**config.mk**
```make
export PLATFORM = sky130hd
export DESIGN_NAME = bypass_result_tracker
export DESIGN_NICKNAME = d
export VERILOG_FILES = /design/src/rtl/bypass_result_tracker_pkg.sv /design/src/rtl/bypass_lookup.sv /design/src/rtl/bypass_result_tracker.sv
export SDC_FILE = /design/constraint.sdc
export NUM_CORES = 1
export LEC_CHECK = 0
export ABC_AREA = 1
export ABC_CLOCK_PERIOD_IN_PS = 3900
export CAP_MARGIN = 40
export CORE_MARGIN = 8
export CORE_UTILIZATION = 43
export DETAILED_ROUTE_END_ITERATION = 6
export GPL_TIMING_DRIVEN = 0
export PLACE_DENSITY_LB_ADDON = 0.05
export SYNTH_ARGS = -nofsm -noshare
export SYNTH_HDL_FRONTEND = slang
export SYNTH_SLANG_ARGS = --single-unit
```
**constraint.sdc**
```tcl
create_clock -name clk -period 3.9 [get_ports clk]
set_input_delay 0.78 -clock clk [delete_from_list [all_inputs] [get_ports clk]]
set_output_delay 0.78 -clock clk [all_outputs]
set_load 0.05 [all_outputs]
```
**src/rtl/bypass_result_tracker_pkg.sv**
```systemverilog
// Shared widths and the shadow-pipeline entry layout for the bypass result tracker.
package bypass_result_tracker_pkg;

  localparam int DATA_WIDTH = 64;
  localparam int ADDR_WIDTH = 5;
  localparam int CNT_WIDTH  = 16;

  localparam logic [0:ADDR_WIDTH-1] REG_ZERO = '0;

  typedef struct packed {
    logic                  valid;
    logic [0:ADDR_WIDTH-1] rd;
    logic                  is_load;
    logic [0:DATA_WIDTH-1] data;
  } entry_t;

  localparam entry_t ENTRY_EMPTY = '0;

  function automatic logic entry_match(input entry_t e, input logic [0:ADDR_WIDTH-1] addr);
    return e.valid && (e.rd == addr);
  endfunction

endpackage

```
**src/rtl/bypass_lookup.sv**
```systemverilog
// One forwarding port: finds the youngest in-flight writer of src_addr and selects its data,
// or requests a stall when that writer is a load still in EX.
module bypass_lookup
  import bypass_result_tracker_pkg::*;
(
  input  entry_t                ex_entry,
  input  entry_t                mem_entry,
  input  entry_t                wb_entry,
  input  logic [0:ADDR_WIDTH-1] src_addr,
  input  logic [0:DATA_WIDTH-1] ex_result,
  input  logic [0:DATA_WIDTH-1] mem_load_data,
  output logic                  hit,
  output logic [0:DATA_WIDTH-1] data,
  output logic                  stall_req
);

  always_comb begin
    hit       = 1'b0;
    data      = '0;
    stall_req = 1'b0;
    if (src_addr != REG_ZERO) begin
      // The youngest match decides alone; an unready EX load masks older copies.
      if (entry_match(ex_entry, src_addr)) begin
        if (ex_entry.is_load) begin
          stall_req = 1'b1;
        end else begin
          hit  = 1'b1;
          data = ex_result;
        end
      end else if (entry_match(mem_entry, src_addr)) begin
        hit  = 1'b1;
        data = mem_entry.is_load ? mem_load_data : mem_entry.data;
      end else if (entry_match(wb_entry, src_addr)) begin
        hit  = 1'b1;
        data = wb_entry.data;
      end
    end
  end

endmodule

```
**src/rtl/bypass_result_tracker.sv**
```systemverilog
// Producer-side operand forwarding: EX/MEM/WB shadow of in-flight register writes, two
// lookup ports for ID sources, load-use stall generation and a saturating stall counter.
module bypass_result_tracker
  import bypass_result_tracker_pkg::*;
(
  input  logic                  clk,
  input  logic                  reset,
  input  logic                  pipe_freeze,
  input  logic                  ex_flush,
  input  logic                  id_valid,
  input  logic                  id_wr_en,
  input  logic                  id_is_load,
  input  logic [0:ADDR_WIDTH-1] id_rD_address,
  input  logic [0:ADDR_WIDTH-1] id_rA_address,
  input  logic [0:ADDR_WIDTH-1] id_rB_address,
  input  logic [0:DATA_WIDTH-1] ex_result,
  input  logic [0:DATA_WIDTH-1] mem_load_data,
  output logic                  fwd_rA_hit,
  output logic [0:DATA_WIDTH-1] fwd_rA_data,
  output logic                  fwd_rB_hit,
  output logic [0:DATA_WIDTH-1] fwd_rB_data,
  output logic                  load_use_stall,
  output logic [0:CNT_WIDTH-1]  stall_count
);

  entry_t ex_q, ex_d;
  entry_t mem_q, mem_d;
  entry_t wb_q, wb_d;
  logic [0:CNT_WIDTH-1] stall_count_q, stall_count_d;
  logic stall_a, stall_b;

  bypass_lookup u_lookup_a (
    .ex_entry      (ex_q),
    .mem_entry     (mem_q),
    .wb_entry      (wb_q),
    .src_addr      (id_rA_address),
    .ex_result     (ex_result),
    .mem_load_data (mem_load_data),
    .hit           (fwd_rA_hit),
    .data          (fwd_rA_data),
    .stall_req     (stall_a)
  );

  bypass_lookup u_lookup_b (
    .ex_entry      (ex_q),
    .mem_entry     (mem_q),
    .wb_entry      (wb_q),
    .src_addr      (id_rB_address),
    .ex_result     (ex_result),
    .mem_load_data (mem_load_data),
    .hit           (fwd_rB_hit),
    .data          (fwd_rB_data),
    .stall_req     (stall_b)
  );

  assign load_use_stall = stall_a | stall_b;
  assign stall_count    = stall_count_q;

  always_comb begin
    ex_d          = ex_q;
    mem_d         = mem_q;
    wb_d          = wb_q;
    stall_count_d = stall_count_q;
    if (!pipe_freeze) begin
      // A stalled or flushed ID slot enters EX as a bubble.
      ex_d         = ENTRY_EMPTY;
      ex_d.valid   = id_valid & id_wr_en & (id_rD_address != REG_ZERO)
                   & ~ex_flush & ~load_use_stall;
      ex_d.rd      = id_rD_address;
      ex_d.is_load = id_is_load;

      // Each result is captured on leaving the stage that produces it.
      mem_d = ex_q;
      if (!ex_q.is_load) mem_d.data = ex_result;
      wb_d = mem_q;
      if (mem_q.is_load) wb_d.data = mem_load_data;

      if (load_use_stall && (stall_count_q != '1)) begin
        stall_count_d = stall_count_q + CNT_WIDTH'(1);
      end
    end
  end

  always_ff @(posedge clk) begin
    if (!reset) begin
      ex_q          <= ENTRY_EMPTY;
      mem_q         <= ENTRY_EMPTY;
      wb_q          <= ENTRY_EMPTY;
      stall_count_q <= '0;
    end else begin
      ex_q          <= ex_d;
      mem_q         <= mem_d;
      wb_q          <= wb_d;
      stall_count_q <= stall_count_d;
    end
  end

endmodule
```
# Yosys cells after proc, flatten, opt, wreduce, memory -nomap -nowiden
# Index checks and enable logic that the tools add are counted.
[word_totals] rom_bits=0 out_inout_bits=147 latch_bits=0 in_bits=150 mem_count=0 regBits=164 ram_bits=0
[op_classes] addsub=1 shift=0 bitwise_logic=8 n_lt_le_gt_ge=0 n_div=0 mux=24 n_reduce_logical=11 n_mul=0 eq_ne=7
[ops] op="$mux W64" count=10
[ops] op="$eq A5 B5 Y1" count=6
[ops] op="$add A16 B1 Y16 const B" count=1
[ops] op="$ne A16 B16 Y1 const B" count=1
[ops] op="$reduce_bool A5 Y1" count=3
[ops] op="$mux W1" count=14
[ops] op="$logic_and A1 B1 Y1" count=7
[ops] op="$and A1 B1 Y1" count=4
[ops] op="$not A1 Y1" count=3
[ops] op="$reduce_and A2 Y1" count=1
[ops] op="$or A1 B1 Y1" count=1

# Depth between registers and ports, before layout
# Gate-level depths: netlist of run 1.
[logic_depth] word_depth=7 ltp_mapped=12 mapped_depth_nobuf=11

# Hierarchy
# A second synthesis of run 1 with hierarchy kept.
[unflattened] cells_unflattened=2816 area_unflattened_um2=15621.2
[by_module_without_submodules] module="bypass_lookup" area_each_um2=4227.8 seq_area_each_um2=0.0 instances=2 cells_per_inst=928
[by_module_without_submodules] module="bypass_result_tracker" area_each_um2=7165.6 seq_area_each_um2=3303.2 instances=1 cells_per_inst=960

# Worst setup path before layout of run 1
# Ideal clock, no wire load.
[synth_timing] path_kind="input to output" from="in id_rB_address[1] (netlist bit)" to="out fwd_rB_data[10] (netlist bit)" cell_stages=8 arrival_ns=2.511 path_slack_ns=0.609 required_ns=3.120 cell_sequence="inv_2 > a21oi_1 > nand2_1 > nor2_4 > nand2_2 > buf_2 > buf_2 > a31oi_1"
[synth_via] elab_chain_cells=6 word_cells_on_any_way=11
[synth_lines] element="start: declaration" line_no="bypass_result_tracker.sv:15" rtl="input logic [0:ADDR_WIDTH-1] id_rB_address,"
[synth_lines] element="$eq A5 B5 Y1" line_no="bypass_result_tracker_pkg.sv:20" rtl="return e.valid && (e.rd == addr);"
[synth_lines] element="$logic_and A1 B1 Y1" line_no="bypass_result_tracker_pkg.sv:20"
[synth_lines] element="$mux W64" line_no="bypass_lookup.sv:33" rtl="end else if (entry_match(wb_entry, src_addr)) begin"
[synth_lines] element="$mux W64" line_no="bypass_lookup.sv:30" rtl="end else if (entry_match(mem_entry, src_addr)) begin"
[synth_lines] element="$mux W64" line_no="bypass_lookup.sv:23" rtl="if (entry_match(ex_entry, src_addr)) begin"
[synth_lines] element="$mux W64 *" line_no="bypass_lookup.sv:21" rtl="if (src_addr != REG_ZERO) begin"
[synth_lines] element="end: declaration" line_no="bypass_result_tracker.sv:21" rtl="output logic [0:DATA_WIDTH-1] fwd_rB_data,"
# Every way passes the cells marked *; elsewhere a longest branch is shown, timed or not.

# Worst setup path in the final report of run 1
[layout_timing] from="in id_rB_address[0] (netlist bit)" to="out fwd_rB_data[0] (netlist bit)"
# Same word-level chain as after synthesis.

==> results.json, run 1 <==
{
  "crit_type": "in2out",
  "coreArea_sq_um": 26000,
  "fin_crit_ps": 3890,
  "yosysTopAreaCell": "dfxtp_1",
  "fp-row-count": 59,
  "syn_area_sq_um": 11300,
  "fp.dieW_um": 178,
  "clockRootBuffer": "clkbuf_16",
  "vias_per_cell": 5.69,
  "dp_hpwl_mm": 38.3,
  "fp.dieH_um": 178,
  "leakage_nw": 7.29,
  "area_growth_pct": 33.0,
  "drtPass1Iterations": 6,
  "dp_cells": 2577,
  "num_antenna_cells": 0,
  "ys.flop_type": "dfxtp_1",
  "grt_max_degree": 17,
  "path_buf_inv": 5,
  "setup_viol": 0,
  "path_cells": "clkdlybuf4s50_1 -> inv_2 -> o21ai_0 -> a21oi_1 -> nand3b_1 -> buf_6 -> buf_2 -> nor2_1 -> nand2_1 -> a31oi_1 -> buf_4",
  "final_cell_mix": "509 x nand2_1, 265 x a21oi_1, 236 x inv_1",
  "io_buffer_count": 295,
  "drtIter0Drc": 1936,
  "post_drt_wl_per_cell_um": 19.9,
  "synthDominantCellAreaShare_pct": 29.0,
  "ir_worst_vdd_uv": 282,
  "dieArea_sq_um": 31800,
  "synthTopCellsByArea": "dfxtp_1 29%, nand2_1 17%, a21oi_1 12%",
  "worst_pin_slew_ps": 840,
  "clockPowerShare_pct": 37.4,
  "slew_violations": 0,
  "power.density_nw_per_um2": 293,
  "via_count": 14900,
  "htreeDepth": 4,
  "min_path_type": "reg2reg",
  "cts.sinks": 164,
  "stdcell_count": 2618,
  "fmax_mhz": 257,
  "seq_area_sq_um": 3280,
  "syn_inst": 1945,
  "first_global_vias": 13762,
  "p_sw_share_pct": 32.7,
  "setup_slack_ps": 11.9,
  "synth_edf_count": 0,
  "io_pins": 297,
  "end_kind": "output pin",
  "grt_remaining_overflow": 0,
  "initial_core_util_pct": 43.6,
  "slowest_stage": "clkdlybuf4s50_1",
  "p_seq_share_pct": 41.4,
  "grtUsageTotal_pct": 31.1,
  "syn_area_per_cell_sq_um": 5.82,
  "ant_nets": 0,
  "combPwrFrac_pct": 21.1,
  "cap_violations": 0,
  "yosysWarnings": 0,
  "gp_congestion": 0.929,
  "rsz0062_at_grt": "true",
  "yosysSeqAreaShare_pct": 29.0,
  "fillCellCount": 2703,
  "syn-num-nets": 2096,
  "fin_skew_ps": 11.9,
  "drive_gt1_share_pct": 12.4,
  "numCtsBuffers": 17,
  "nets": 2421,
  "layout_commonest_cell": "nand2_1",
  "antenna_found_initial": 1,
  "p_int_mw": 2.98,
  "critPathTopFamily": "buffers and inverters",
  "tritoncts": "built",
  "ys_types": 36,
  "finalCritPeriodShare_pct": 99.7,
  "async_flop_share_pct": 0,
  "multi_input_area_sq_um": 6550,
  "synth-seq-cells": 164,
  "clock_latency_ps": 450,
  "path_clk_slew_ps": 70,
  "status": "finished clean",
  "drc": 0,
  "p_switching_mw": 1.44,
  "place_area_sq_um": 14700,
  "critPathLaunchType": "primary input",
  "critPathRequiredTime_ps": 3120,
  "hold_viol_final": 0,
  "pre_cts_ws_ps": -982,
  "finalWirelength_mm": 52.0,
  "clock_tree.buffer_depth": 2,
  "relSlewSlack_pct": 44.0,
  "final_util_pct": 58.0,
  "fin_area_sq_um": 15100,
  "arrival_ps": 3110,
  "slowest_delay_ps": 490,
  "grt_pass1_wl_mm": 77.6,
  "critPathMaxFanout": 10
}
==> power groups by stage <==
stage                     sequential, mW  clock [mW]  combinational (mW)
final                               1.83        1.65               0.934
after global routing                1.84        1.72                1.01
after CTS                           1.83        1.66               0.907
after detailed placement            1.87           0               0.890
after global placement              1.86           0               0.877
after floorplan                     1.85           0               0.513
==> tightest hold or removal path: cells and delay by family (launching register included) <==
family | cells | cell delay, ps
flip-flops | 1 | 320
AND/OR/NAND/NOR | 1 | 60
AO/OA/AOI/OAI | 1 | 60
==> cell families (layout without fill, tap and decap cells) <==
family          after synthesis  count (layout)  synth area share, %
flops                       164             164                 29.0
compound gates              592             592                 27.8
fa+ha+maj                     1               1                0.110
xor+xnor                     11              11                0.850
buf+inv                     404             742                 14.0
simple gates                773             773                 28.2
==> path summary, 6_finish.rpt <==
path | startpoint | to | slack [ps] | depth (start not counted)
worst max-delay path | id_rB_address[0] | fwd_rB_data[0] | 10 | 11
worst min-delay path | ex_q[70] | ex_q[70] | 480 | 2
worst max register to register | stall_count[15] | stall_count[2] | 1860 | 11
worst min register to register | ex_q[70] | ex_q[70] | 480 | 2
==> through the flow <==
step                setup TNS [ps]  power [mW]  hold WS (ps)
floorplan                        0        2.37           445
global route                  -284        4.58           517
global placement           -101180        2.74           458
CTS                              0        4.39           472
detailed placement          -99450        2.76           462
finish                           0        4.42           477
==> repair_timing <==
item,4_1_cts,5_1_grt
pin swaps,3,2
hold buffers,0,0
endpoints found under the setup margin,131,119
buffers inserted,5,5
gates resized for setup,709,145
==> synthesized netlist by cell type, types with 2 or more instances <==
library cell	n
nand4_1	62
xor2_1	9
nor2_4	2
nand2_1	510
a21oi_1	277
clkbuf_1	107
inv_2	6
xnor2_1	2
nor2_1	146
buf_4	5
o21ai_0	204
buf_2	35
o21ai_1	11
dfxtp_1	164
nor3_1	3
o22ai_1	6
nor4_1	3
o211ai_1	45
buf_1	12
nor2_2	3
a31oi_1	46
inv_1	237
a21oi_2	2
nand3b_1	2
nand3_1	35
==> sequential cells by signal, summed over array words and instances (netlist names) <==
name,flops
mem_q,71
wb_q,70
stall_count,16
ex_q,7
==> cell type report <==
| cell class | count | area share, % |
|---|---|---|
| Multi-Input combinational cell | 1377 | 43.4 |
| Sequential cell | 164 | 21.8 |
| Timing Repair Buffer | 307 | 17.2 |
| Inverter | 244 | 6.08 |
| Buffer | 159 | 5.06 |
| Clock buffer | 20 | 3.03 |
| Tap cell | 335 | 2.78 |
| Clock inverter | 12 | 0.623 |
==> metal layers <==
layer	global-route usage, %	wire length, um	vias up
met5	0	11	-
met4	14.1	2250	2
met3	7.43	5620	146
met2	48.1	23000	924
met1	40.3	21100	6815
li1	-	-	7013
(Power assumes the default switching activity.)
==> run 2: changes to the inputs <==
--- a/config.mk
+++ b/config.mk
@@ -8,8 +8,10 @@
 export ABC_AREA = 1
 export ABC_CLOCK_PERIOD_IN_PS = 3900
 export CAP_MARGIN = 40
+export CELL_PAD_IN_SITES_DETAIL_PLACEMENT = 1
+export CELL_PAD_IN_SITES_GLOBAL_PLACEMENT = 1
 export CORE_MARGIN = 8
-export CORE_UTILIZATION = 43
+export CORE_UTILIZATION = 36
 export DETAILED_ROUTE_END_ITERATION = 6
 export GPL_TIMING_DRIVEN = 0
 export PLACE_DENSITY_LB_ADDON = 0.05
==> run 2 against run 1 <==
Effect of this change: the flow now finishes with violations (setup timing); register-to-register slack about the same; core utilization decreased by 8.7 points; critical path depth decreased by 1; final cell count increased by 2.6%; sequential power about the same; via count increased by 1.4%; worst setup slack got worse by 41 ps; flip-flop and latch count unchanged; fmax decreased by 1.1%; count of clock-buffer cells in the layout increased by 3; critical path type unchanged; largest power group is now clock.
==> results.json, run 2 (synthesis results as in run 1) <==
{
  "dieArea_sq_um": 37400,
  "nets": 2422,
  "fin_skew_ps": 14.3,
  "critPathMaxFanout": 10,
  "drtIter0Drc": 1249,
  "end_kind": "output pin",
  "fin_crit_ps": 3930,
  "min_path_type": "reg2reg",
  "top_register": "mem_q",
  "largest_register_ffs": 71,
  "pre_cts_ws_ps": -1130,
  "arrival_ps": 3150,
  "fmax_mhz": 254,
  "ir_worst_vdd_uv": 307,
  "slowest_stage": "clkdlybuf4s50_1",
  "path_common_cell": "clkbuf_4",
  "finalCritPeriodShare_pct": 101,
  "finalPower_mw": 4.71,
  "leakage_nw": 7.36,
  "tritoncts": "built",
  "final_util_pct": 49.3,
  "num_antenna_cells": 0,
  "critPathTopFamily": "buffers and inverters",
  "power.density_nw_per_um2": 305,
  "antenna_found_initial": 0,
  "fp.dieH_um": 193,
  "clock_latency_ps": 450,
  "wl_met3_mm": 4.25,
  "violations": "setup timing",
  "clockRootBuffer": "clkbuf_16",
  "finalWirelength_mm": 58.8,
  "crit_type": "in2out",
  "fp.dieW_um": 193,
  "relSlewSlack_pct": 44.0,
  "wl_met1_mm": 25.3,
  "drtPass1Iterations": 5,
  "final_cell_mix": "508 x nand2_1, 263 x a21oi_1, 237 x inv_1",
  "setup_viol": 6,
  "layout_commonest_cell": "nand2_1",
  "gp_congestion": 0.886,
  "slowest_delay_ps": 590,
  "initial_core_util_pct": 36.2,
  "fp-row-count": 65,
  "grt_max_degree": 17,
  "path_buf_inv": 5,
  "grtUsageTotal_pct": 30.3,
  "setup_slack_ps": -29.6,
  "path_cells": "clkdlybuf4s50_1 -> inv_2 -> a21oi_1 -> nand2_1 -> nor2_4 -> nand2_4 -> clkbuf_4 -> clkbuf_4 -> a31oi_1 -> clkbuf_4",
  "rsz0062_at_grt": "true",
  "dp_hpwl_mm": 44.1,
  "critPathLaunchType": "primary input",
  "first_global_vias": 15778,
  "hold_viol_final": 0,
  "numCtsBuffers": 17,
  "io_pins": 297,
  "io_buffer_count": 295,
  "grt_pass1_wl_mm": 90.7,
  "ant_nets": 0,
  "drive_gt1_share_pct": 13.3,
  "cts.sinks": 164,
  "post_drt_wl_per_cell_um": 21.9,
  "drc": 0,
  "path_clk_slew_ps": 70,
  "critPathRequiredTime_ps": 3120,
  "via_count": 15111,
  "rrSetupSlack_ps": 1850,
  "htreeDepth": 4,
  "grt_remaining_overflow": 0,
  "cap_violations": 0,
  "fillCellCount": 4300,
  "slew_violations": 0,
  "vias_per_cell": 5.63,
  "maxUsedRoutingLayer": "met4",
  "wl_met2_mm": 27.2,
  "area_growth_pct": 36.2,
  "worst_pin_slew_ps": 840,
  "clock_tree.buffer_depth": 2,
  "coreArea_sq_um": 31300,
  "status": "complete, but fails checks"
}
==> run 2: cell count changes in the layout (fill, tap and decap cells not counted), sizes merged <==
| cell | previous run | this run |
|---|---|---|
| buf | 170 | 182 |
| clkbuf | 149 | 141 |
| bufinv | 0 | 3 |
| clkinv | 5 | 3 |
| clkinvlp | 3 | 1 |
| dlymetal6s2s | 5 | 3 |
| inv | 248 | 246 |
| clkdlybuf4s15 | 2 | 3 |
| clkdlybuf4s50 | 158 | 159 |
==> run 2: timing repair <==
item	in CTS	in global routing
buffers inserted	13	1
pin swaps	3	4
endpoints found under the hold margin	0	0
hold buffers	0	0
resized for setup	816	93
setup endpoints to repair	131	128
==> run 2: path summary, 6_finish.rpt <==
path                    startpoint               to  depth (start not counted)
setup / recovery  id_rB_address[1]  fwd_rB_data[13]                         10
hold / removal            ex_q[70]         ex_q[70]                          2
setup reg to reg   stall_count[15]   stall_count[1]                         11
hold reg to reg           ex_q[70]         ex_q[70]                          2
==> run 2: through the flow <==
step | hold WS [ps] | area [sq um] | setup TNS [ps] | std cells
2_1_floorplan | 445 | 11300 | 0 | 1945
3_3_place_gp | 455 | 14800 | -105470 | 2642
3_5_place_dp | 464 | 14800 | -108620 | 2644
4_1_cts | 477 | 15200 | -29.1 | 2689
5_1_grt | 508 | 15400 | 0 | 2686
6_report | 478 | 15400 | -135 | 2686
==> run 2: tightest hold or removal path, delay by kind of cell, from the launching register on <==
kind,cells,cell delay [ps]
and+or+nand+nor,1,60
AOI/OAI and AO/OA,1,60
DFF,1,310
==> run 2: report_power, final <==
part           leakage, nW  switching [mW]  internal, mW
combinational         5.70           0.637         0.344
sequential            1.36          0.0538          1.78
clock                0.305           0.806          1.09
total                 7.36            1.50          3.21
==> run 2: cell type report <==
class | instances | area [sq um] | area share (%)
multi-input combinational | 1377 | 6610 | 42.9
sequential | 164 | 3280 | 21.3
timing repair buffer | 311 | 2710 | 17.6
inverter | 244 | 916 | 5.94
buffer | 156 | 773 | 5.01
tap | 402 | 503 | 3.26
clock buffer | 23 | 488 | 3.16
clock inverter | 9 | 141 | 0.917
==> run 2: routing by layer <==
metal  GRT usage, %  up-vias
met5              0        -
met4           13.1        0
met3           5.90      135
met2           49.6      700
met1           38.3     7275
li1               -     7001
==> run 3: changes to the inputs <==
--- a/config.mk
+++ b/config.mk
@@ -6,15 +6,16 @@
 export NUM_CORES = 1
 export LEC_CHECK = 0
 export ABC_AREA = 1
-export ABC_CLOCK_PERIOD_IN_PS = 3900
+export ABC_CLOCK_PERIOD_IN_PS = 3480
 export CAP_MARGIN = 40
 export CELL_PAD_IN_SITES_DETAIL_PLACEMENT = 1
 export CELL_PAD_IN_SITES_GLOBAL_PLACEMENT = 1
 export CORE_MARGIN = 8
-export CORE_UTILIZATION = 36
+export CORE_UTILIZATION = 30
 export DETAILED_ROUTE_END_ITERATION = 6
 export GPL_TIMING_DRIVEN = 0
 export PLACE_DENSITY_LB_ADDON = 0.05
+export REMOVE_ABC_BUFFERS = 1
 export SYNTH_ARGS = -nofsm -noshare
 export SYNTH_HDL_FRONTEND = slang
 export SYNTH_SLANG_ARGS = --single-unit
==> constraint.sdc (replaced) <==
create_clock -name clk -period 3.48 [get_ports clk]
set_input_delay 0.696 -clock clk [delete_from_list [all_inputs] [get_ports clk]]
set_output_delay 0.696 -clock clk [all_outputs]
set_load 0.05 [all_outputs]
==> run 3 against run 2 <==
Effect of this change: critical path depth rose by 2; flip-flop and latch count did not move; largest power group is now sequential cells; critical endpoint is now fwd_rB_data[38]; the run now ends clean; largest cell class unchanged; count of clock-buffer cells in the layout fell by 1.
==> results.json, run 3 (synthesis results as in run 1) <==
{
  "status": "finished clean",
  "final_cell_mix": "507 x nand2_1, 264 x a21oi_1, 231 x inv_1",
  "path_cells": "dlygate4sd2_1 -> inv_2 -> o22ai_2 -> a21oi_4 -> buf_12 -> buf_16 -> nand3_4 -> buf_6 -> buf_16 -> a21oi_1 -> nor2_1 -> clkbuf_4",
  "relSlewSlack_pct": 60.9,
  "crit_type": "in2out",
  "layout_commonest_cell": "nand2_1",
  "ff2ff_path_depth": 11,
  "rrSetupSlack_ps": 1130,
  "slowest_delay_ps": 270,
  "nets": 2344,
  "fp.dieW_um": 210,
  "drtIter0Drc": 932,
  "min_from": "ex_q[70]",
  "r2r-end": "stall_count[4]",
  "setup_viol": 0,
  "largest_register_ffs": 71,
  "worst_pin_slew_ps": 586,
  "grt_max_degree": 97,
  "critPathLaunchType": "primary input",
  "drtPass1Iterations": 5,
  "antenna_found_initial": 6,
  "dp_cells": 2628,
  "slew_violations": 0,
  "clock_latency_ps": 450,
  "dp_hpwl_mm": 36.7,
  "numCtsBuffers": 17,
  "critPathTopFamily": "buffers and inverters",
  "clockRootBuffer": "clkbuf_16",
  "leakage_nw": 7.60,
  "fin_skew_ps": 6.57,
  "end_kind": "output pin",
  "holdPathStages": 2,
  "clock_tree.buffer_depth": 2,
  "drive_gt1_share_pct": 14.5,
  "r2r-start": "ex_q[65]",
  "io_pins": 297,
  "ant_nets": 0,
  "min_path_type": "reg2reg",
  "holdPathEnd": "ex_q[70]",
  "hold_viol_final": 0,
  "slowest_stage": "dlygate4sd2_1",
  "finalWirelength_mm": 63.0,
  "fp-row-count": 71,
  "io_buffer_count": 296,
  "fmax_mhz": 293,
  "grt_pass1_wl_mm": 95.0,
  "finalCritPeriodShare_pct": 98.2,
  "stdcell_count": 2715,
  "top_register": "mem_q",
  "hold_slack_ps": 467,
  "via_count": 14590,
  "vias_per_cell": 5.37,
  "critPathMaxFanout": 14,
  "initial_core_util_pct": 30.3,
  "dieArea_sq_um": 44200,
  "gp_congestion": 0.800,
  "drc": 0,
  "finalPower_mw": 5.04,
  "coreArea_sq_um": 37400,
  "path_buf_inv": 7,
  "tritoncts": "built",
  "power.density_nw_per_um2": 310,
  "arrival_ps": 2720,
  "fp.dieH_um": 210,
  "hold_buffers": 0,
  "fin_crit_ps": 3420,
  "htreeDepth": 4,
  "path_common_cell": "buf_16",
  "cap_violations": 0,
  "path_clk_slew_ps": 60,
  "first_global_vias": 15300,
  "critPathRequiredTime_ps": 2780,
  "rsz0062_at_grt": "false",
  "area_growth_pct": 43.6,
  "cts.sinks": 164,
  "grt_remaining_overflow": 0,
  "post_drt_wl_per_cell_um": 23.2,
  "ir_worst_vdd_uv": 383,
  "grtUsageTotal_pct": 27.9
}
[run 3: worst max-delay path by stage]
stage | start | cells past startpoint | endpoint
2_1_floorplan | id_rA_address[4] | 7 | fwd_rA_data[0]
3_3_place_gp | id_rA_address[2] | 9 | fwd_rA_data[18]
3_5_place_dp | id_rA_address[1] | 10 | fwd_rA_data[62]
4_1_cts | id_rA_address[1] | 12 | fwd_rA_data[16]
5_1_grt | id_rB_address[2] | 12 | fwd_rB_data[52]
6_report | id_rB_address[2] | 12 | fwd_rB_data[38]
[run 3: worst min-delay path, delay by kind of cell (launching register included)]
family | cells | cell delay, ps
AO/OA/AOI/OAI | 1 | 50
flip-flops | 1 | 310
AND/OR/NAND/NOR | 1 | 60
[run 3: power breakdown]
part | total (mW) | internal, mW | switching [mW]
combinational | 1.19 | 0.459 | 0.728
clock | 1.79 | 0.947 | 0.845
sequential | 2.06 | 2.00 | 0.0677
total | 5.04 | 3.40 | 1.64
[run 3: through the flow]
step           worst slack [ps]  area [sq um]  util (%)  TNS [ps]
6_report                   64.0         16300      43.5         0
5_1_grt                    2.57         16300      43.5         0
4_1_cts                    1.96         16200      43.4         0
3_5_place_dp              -1930         15000      40.2   -202020
3_3_place_gp             -10130         14300      38.1  -2049180
2_1_floorplan             -3700         10700         -   -328230
[run 3: layer usage]
layer	vias to the layer above	track usage (%)	routed length, um
li1	6870	-	-
met1	7189	34.6	27500
met2	443	47.5	30100
met3	80	6.36	3740
met4	8	8.92	1570
met5	-	0	49
[run 3: layout make-up]
class | count | area [sq um]
fillers | 4866 | 21100
multi-input cells | 1384 | 6830
repair buffers | 382 | 4060
flip-flops and latches | 164 | 3290
inverters | 244 | 945
well taps | 511 | 639
clock buffers | 22 | 474
clock inverters | 6 | 32.5
diodes | 2 | 5.00
[run 3: timing repair]
action,4_1_cts,5_1_grt
pin swaps,19,2
hold endpoints to repair,0,0
gates cloned,21,0
setup buffers,36,0
gates resized for setup,839,29
setup endpoints to repair,131,105
